===== src/rtl/pc16_seq.sv =====
// rtl/pc16_seq.sv - 16-bit program counter with optional return-address stack
//
// Purpose:
//   Registered program counter for the CPU datapath, driving the instruction
//   memory address bus. Each rising edge executes one command, chosen by
//   priority clr > load > call > ret > inc > hold.
//
// Configuration macro:
//   PC16_STACK_EN - when defined, a STACK_DEPTH-entry return-address stack
//                   is built and call/ret are honoured. When undefined,
//                   call/ret are ignored and the stack flags are constants
//                   (empty=1, full=0, err=0).
//
// Parameters:
//   WIDTH        - PC and data width in bits
//   RESET_VECTOR - PC value after rst_n or clr
//   STACK_DEPTH  - return-stack entries, power of 2, at least 2
//
// Ports:
//   clk          in   1      rising-edge clock
//   rst_n        in   1      asynchronous active-low reset
//   clr          in   1      synchronous restart to RESET_VECTOR
//   load         in   1      jump: pc <= d
//   call         in   1      push pc+1, then pc <= d
//   ret          in   1      pc <= top of stack, then pop
//   inc          in   1      pc <= pc+1 (wraps)
//   d            in   WIDTH  jump/call target
//   pc           out  WIDTH  current program counter (registered)
//   stack_empty  out  1      no entries on stack
//   stack_full   out  1      STACK_DEPTH entries on stack
//   stack_err    out  1      sticky overflow/underflow flag

module pc16_seq #(
    parameter int              WIDTH        = 16,
    parameter logic [WIDTH-1:0] RESET_VECTOR = '0,
    parameter int              STACK_DEPTH  = 4
) (
    input  logic             clk,
    input  logic             rst_n,
    input  logic             clr,
    input  logic             load,
    input  logic             call,
    input  logic             ret,
    input  logic             inc,
    input  logic [WIDTH-1:0] d,
    output logic [WIDTH-1:0] pc,
    output logic             stack_empty,
    output logic             stack_full,
    output logic             stack_err
);

    logic [WIDTH-1:0] r_pc;
    logic [WIDTH-1:0] w_pc_next;
    logic [WIDTH-1:0] w_pc_plus1;

    // Natural WIDTH-bit truncation gives the mod 2^WIDTH wrap.
    assign w_pc_plus1 = r_pc + WIDTH'(1);

`ifdef PC16_STACK_EN

    localparam int IDX_W = $clog2(STACK_DEPTH);
    localparam int SP_W  = IDX_W + 1;

    logic [WIDTH-1:0] r_stack [STACK_DEPTH];
    logic [SP_W-1:0]  r_sp;
    logic             r_err;

    logic             w_empty;
    logic             w_full;
    logic             w_do_call;
    logic             w_do_ret;
    logic             w_push;
    logic             w_pop;
    logic [SP_W-1:0]  w_sp_m1;
    logic [IDX_W-1:0] w_push_idx;
    logic [IDX_W-1:0] w_top_idx;

    assign w_empty    = (r_sp == '0);
    assign w_full     = (r_sp == SP_W'(STACK_DEPTH));
    assign w_sp_m1    = r_sp - SP_W'(1);
    assign w_push_idx = r_sp[IDX_W-1:0];
    assign w_top_idx  = w_sp_m1[IDX_W-1:0];

    // call/ret win only when nothing of higher priority is asserted.
    assign w_do_call  = !clr && !load && call;
    assign w_do_ret   = !clr && !load && !call && ret;
    assign w_push     = w_do_call && !w_full;
    assign w_pop      = w_do_ret && !w_empty;

    always_comb begin
        w_pc_next = r_pc;
        if (clr) begin
            w_pc_next = RESET_VECTOR;
        end else if (load) begin
            w_pc_next = d;
        end else if (call) begin
            // Target is taken even when the push is dropped on overflow.
            w_pc_next = d;
        end else if (ret) begin
            // Underflow leaves pc unchanged.
            if (!w_empty) begin
                w_pc_next = r_stack[w_top_idx];
            end
        end else if (inc) begin
            w_pc_next = w_pc_plus1;
        end
    end

    always_ff @(posedge clk or negedge rst_n) begin
        if (!rst_n) begin
            r_sp  <= '0;
            r_err <= 1'b0;
        end else if (clr) begin
            r_sp  <= '0;
            r_err <= 1'b0;
        end else begin
            if (w_push) begin
                r_sp <= r_sp + SP_W'(1);
            end else if (w_pop) begin
                r_sp <= w_sp_m1;
            end
            if ((w_do_call && w_full) || (w_do_ret && w_empty)) begin
                r_err <= 1'b1;
            end
        end
    end

    // Entries above sp are dead data, so storage needs no reset.
    always_ff @(posedge clk) begin
        if (w_push) begin
            r_stack[w_push_idx] <= w_pc_plus1;
        end
    end

    assign stack_empty = w_empty;
    assign stack_full  = w_full;
    assign stack_err   = r_err;

`else

    logic w_unused_cmds;

    assign w_unused_cmds = call ^ ret;

    always_comb begin
        w_pc_next = r_pc;
        if (clr) begin
            w_pc_next = RESET_VECTOR;
        end else if (load) begin
            w_pc_next = d;
        end else if (inc) begin
            w_pc_next = w_pc_plus1;
        end
    end

    assign stack_empty = 1'b1;
    assign stack_full  = 1'b0;
    assign stack_err   = 1'b0;

`endif

    always_ff @(posedge clk or negedge rst_n) begin
        if (!rst_n) begin
            r_pc <= RESET_VECTOR;
        end else begin
            r_pc <= w_pc_next;
        end
    end

    assign pc = r_pc;

endmodule


===== config.mk =====
export PLATFORM = sky130hd
export DESIGN_NAME = pc16_seq
export DESIGN_NICKNAME = d
export VERILOG_FILES = /design/src/rtl/pc16_seq.sv
export SDC_FILE = /design/constraint.sdc
export NUM_CORES = 1
export LEC_CHECK = 0
export CORE_ASPECT_RATIO = 1.2
export CORE_MARGIN = 2
export CORE_UTILIZATION = 45
export CTS_CLUSTER_SIZE = 10
export DETAILED_ROUTE_END_ITERATION = 7
export GPL_TIMING_DRIVEN = 0
export PLACE_DENSITY = 0.86
export SETUP_SLACK_MARGIN = 0.15
export SYNTH_ARGS = -nofsm -noshare
export SYNTH_HDL_FRONTEND = slang
export SYNTH_SLANG_ARGS = --single-unit

===== constraint.sdc =====
create_clock -name clk -period 4.41 [get_ports clk]
set_clock_uncertainty 0.05 [all_clocks]
set_input_delay 0.882 -clock clk [delete_from_list [all_inputs] [get_ports clk]]
set_output_delay 0.882 -clock clk [all_outputs]
set_load 0.02 [all_outputs]

==> run summary <==
status -> completed
Max Slew Vio Count -> 0
Highest Clock Rate -> 425 MHz
Clock Latency Late Sink -> 290 ps
fin crit period -> 2350 ps
Finished Layout Cells -> 179
LEAKAGE -> 0.539 nW
WL/cell -> 14.0 um
area of the multi-input gates -> 509 sq um
final setup TNS -> 0 ps
Worst-path clk slew -> 100 ps
WP data required -> 3480 ps
Starting Density -> 0.480
share of cells above drive strength 1 -> 0.0940
antenna viol nets, final -> 0
H-tree Lvls -> 1
total congestion overflow -> 0
ys flop type -> dfrtp_1
DP Cell Count -> 176
RSZ-0062 raised after global routing -> false
startpoint types -> flop
# port buffers -> 34
CTS tree -> built
core area -> 2070 sq um
# hold bufs at CTS -> 0
Hold Vio Cnt, Final -> 0
crit path capture type -> output pin
EDFF count, synth -> 0
number of antenna violations at the first check in global routing -> 0
number of buffer and inverter stages on the critical path -> 1
critical path class -> reg -> out
Slew headroom -> 0.496
max_cap viols -> 0
post-CTS setup repair buffer count -> 0
final RePlAce weighted congestion -> 0.728
largest area contributor in the netlist -> dfrtp_1
crit path DAT -> 1420 ps
Worst-Margin Slew -> 753 ps
die width -> 46.9 um
worst hold path type -> reg -> reg
Cells after Synth -> 111
storage element area -> 400 sq um
Largest regs -> pc: 16 flops
Final Net Count -> 175
Yosys warnings -> 0
Synth cell types -> 33
DR DRC count -> 0
peak supply drop -> 0.186 mV
largest net degree at the start of global routing -> 17
Async SR Flop Fraction -> 1.00
vias in the first global route -> 973
vias per inst -> 5.40
ANT cells -> 0
most numerous cell in the Yosys netlist -> dfrtp_1
CP peak stage delay -> 650 ps
Largest register FFs -> 16
number of synthesized register bits -> 16
worst path cell trace -> clkdlybuf4s50_1
slowest CP cell -> clkdlybuf4s50_1
Tcrit/Tclk final -> 0.533
Filler cells -> 184
Yosys top cell area share -> 0.403
area grow syn2layout -> 40.6%
Pre-antenna DRT Iters -> 4
worst-case clock buffer depth -> 2
I/O pin count -> 42
clk sinks -> 16
final setup violating endpoints -> 0
Top reg by flops -> pc
final WL -> 2.51 mm
die area -> 2600 sq um
vias -> 967
share of the yosys chip area belonging to registers -> 0.403
clk root buf -> clkbuf_4
first-pass GRT wire length -> 4.03 mm
post-CTS resize count -> 0
Commonest cells post-synth -> dfrtp_1 (16), nor2_1 (15), nand2_1 (8)
Crit path max-delay family -> buffers and inverters
Post-Syn Area -> 995 sq um
top post-synthesis cells by area -> dfrtp_1 (40%), nor2_1 (5.7%), a211oi_1 (4.5%)
Avg Inst Size Synth -> 8.96 sq um
drt initial violations -> 11
FP Rows -> 18
cts bufs inserted -> 3
GRT Total Usage -> 0.206
pwr dens -> 244 nW/um^2
crit path max fanout -> 5
DP HPWL -> 1.93 mm
die height -> 55.5 um
where the power goes:
part	internal, mW	switching, mW	total, mW	leakage [nW]
Clock	0.0318	0.0478	0.0796	0.0138
Combinational	0.0475	0.0444	0.0919	0.316
Sequential	0.156	0.0138	0.170	0.209
Total	0.235	0.106	0.341	0.539
tightest hold or removal path, stage by stage (launching register included):
cell	delay (ps)
dfrtp_1	400
o31ai_1	70
a311oi_1	80
area by class of cell:
cell class              count  share of cell area
plain buffers               9              0.0438
clock buffers               3              0.0161
inverters                   6              0.0197
multi-input cells          81               0.364
flip-flops and latches     16               0.286
well taps                  30              0.0268
repair buffers             34               0.243
cell families (layout without fill, tap and decap cells):
group                    Yosys count  in the layout  synth area share
buffers and inverters             15             52            0.0893
other                              2              3           0.00755
flip-flops                        16             16             0.403
multiplexers                       2              2            0.0201
adder cells (fa/ha/maj)            1              1            0.0126
AO/OA/AOI/OAI                     22             22             0.155
AND/OR/NAND/NOR                   44             44             0.234
XOR/XNOR                           9              9            0.0792
through the flow:
step	hold WS, ps	utilization	worst slack [ps]	power (mW)	cell area [sq um]
2_1_floorplan	536	-	1850	0.217	998
3_3_place_gp	510	0.664	1810	0.262	1380
3_5_place_dp	522	0.664	1760	0.265	1380
4_1_cts	534	0.675	2060	0.340	1400
5_1_grt	586	0.675	1930	0.353	1400
6_report	533	0.675	2060	0.341	1400
placed cells by master (no fill, tap or decap), types with 4 or more instances in the layout:
master | Yosys | layout
clkdlybuf4s50_1 | 0 | 34
dfrtp_1 | 16 | 16
nor2_1 | 15 | 15
nand2_1 | 8 | 8
a211oi_1 | 6 | 6
a21oi_1 | 6 | 6
xnor2_1 | 5 | 5
nand4_1 | 4 | 4
xor2_1 | 4 | 4
nor4_1 | 4 | 4
inv_1 | 4 | 4
final timing paths:
kind / from / end / slack, ps / cells past startpoint
min in group asynchronous: rst_n / pc[14] / 980 / 1
setup reg to reg: pc[5] / pc[15] / 2280 / 5
hold / removal: pc[15] / pc[15] / 530 / 2
hold reg to reg: pc[15] / pc[15] / 530 / 2
max in group asynchronous: rst_n / pc[8] / 2860 / 1
setup / recovery: pc[5] / pc[5] / 2060 / 1
layer usage:
layer	vias up	routed length, um	track usage
met3	4	159	0.0458
met4	0	27	0.0675
li1	466	-	-
met1	461	1000	0.241
met2	36	1320	0.352
met5	-	0	0
Note: power is estimated with default switching activity, not from simulation.
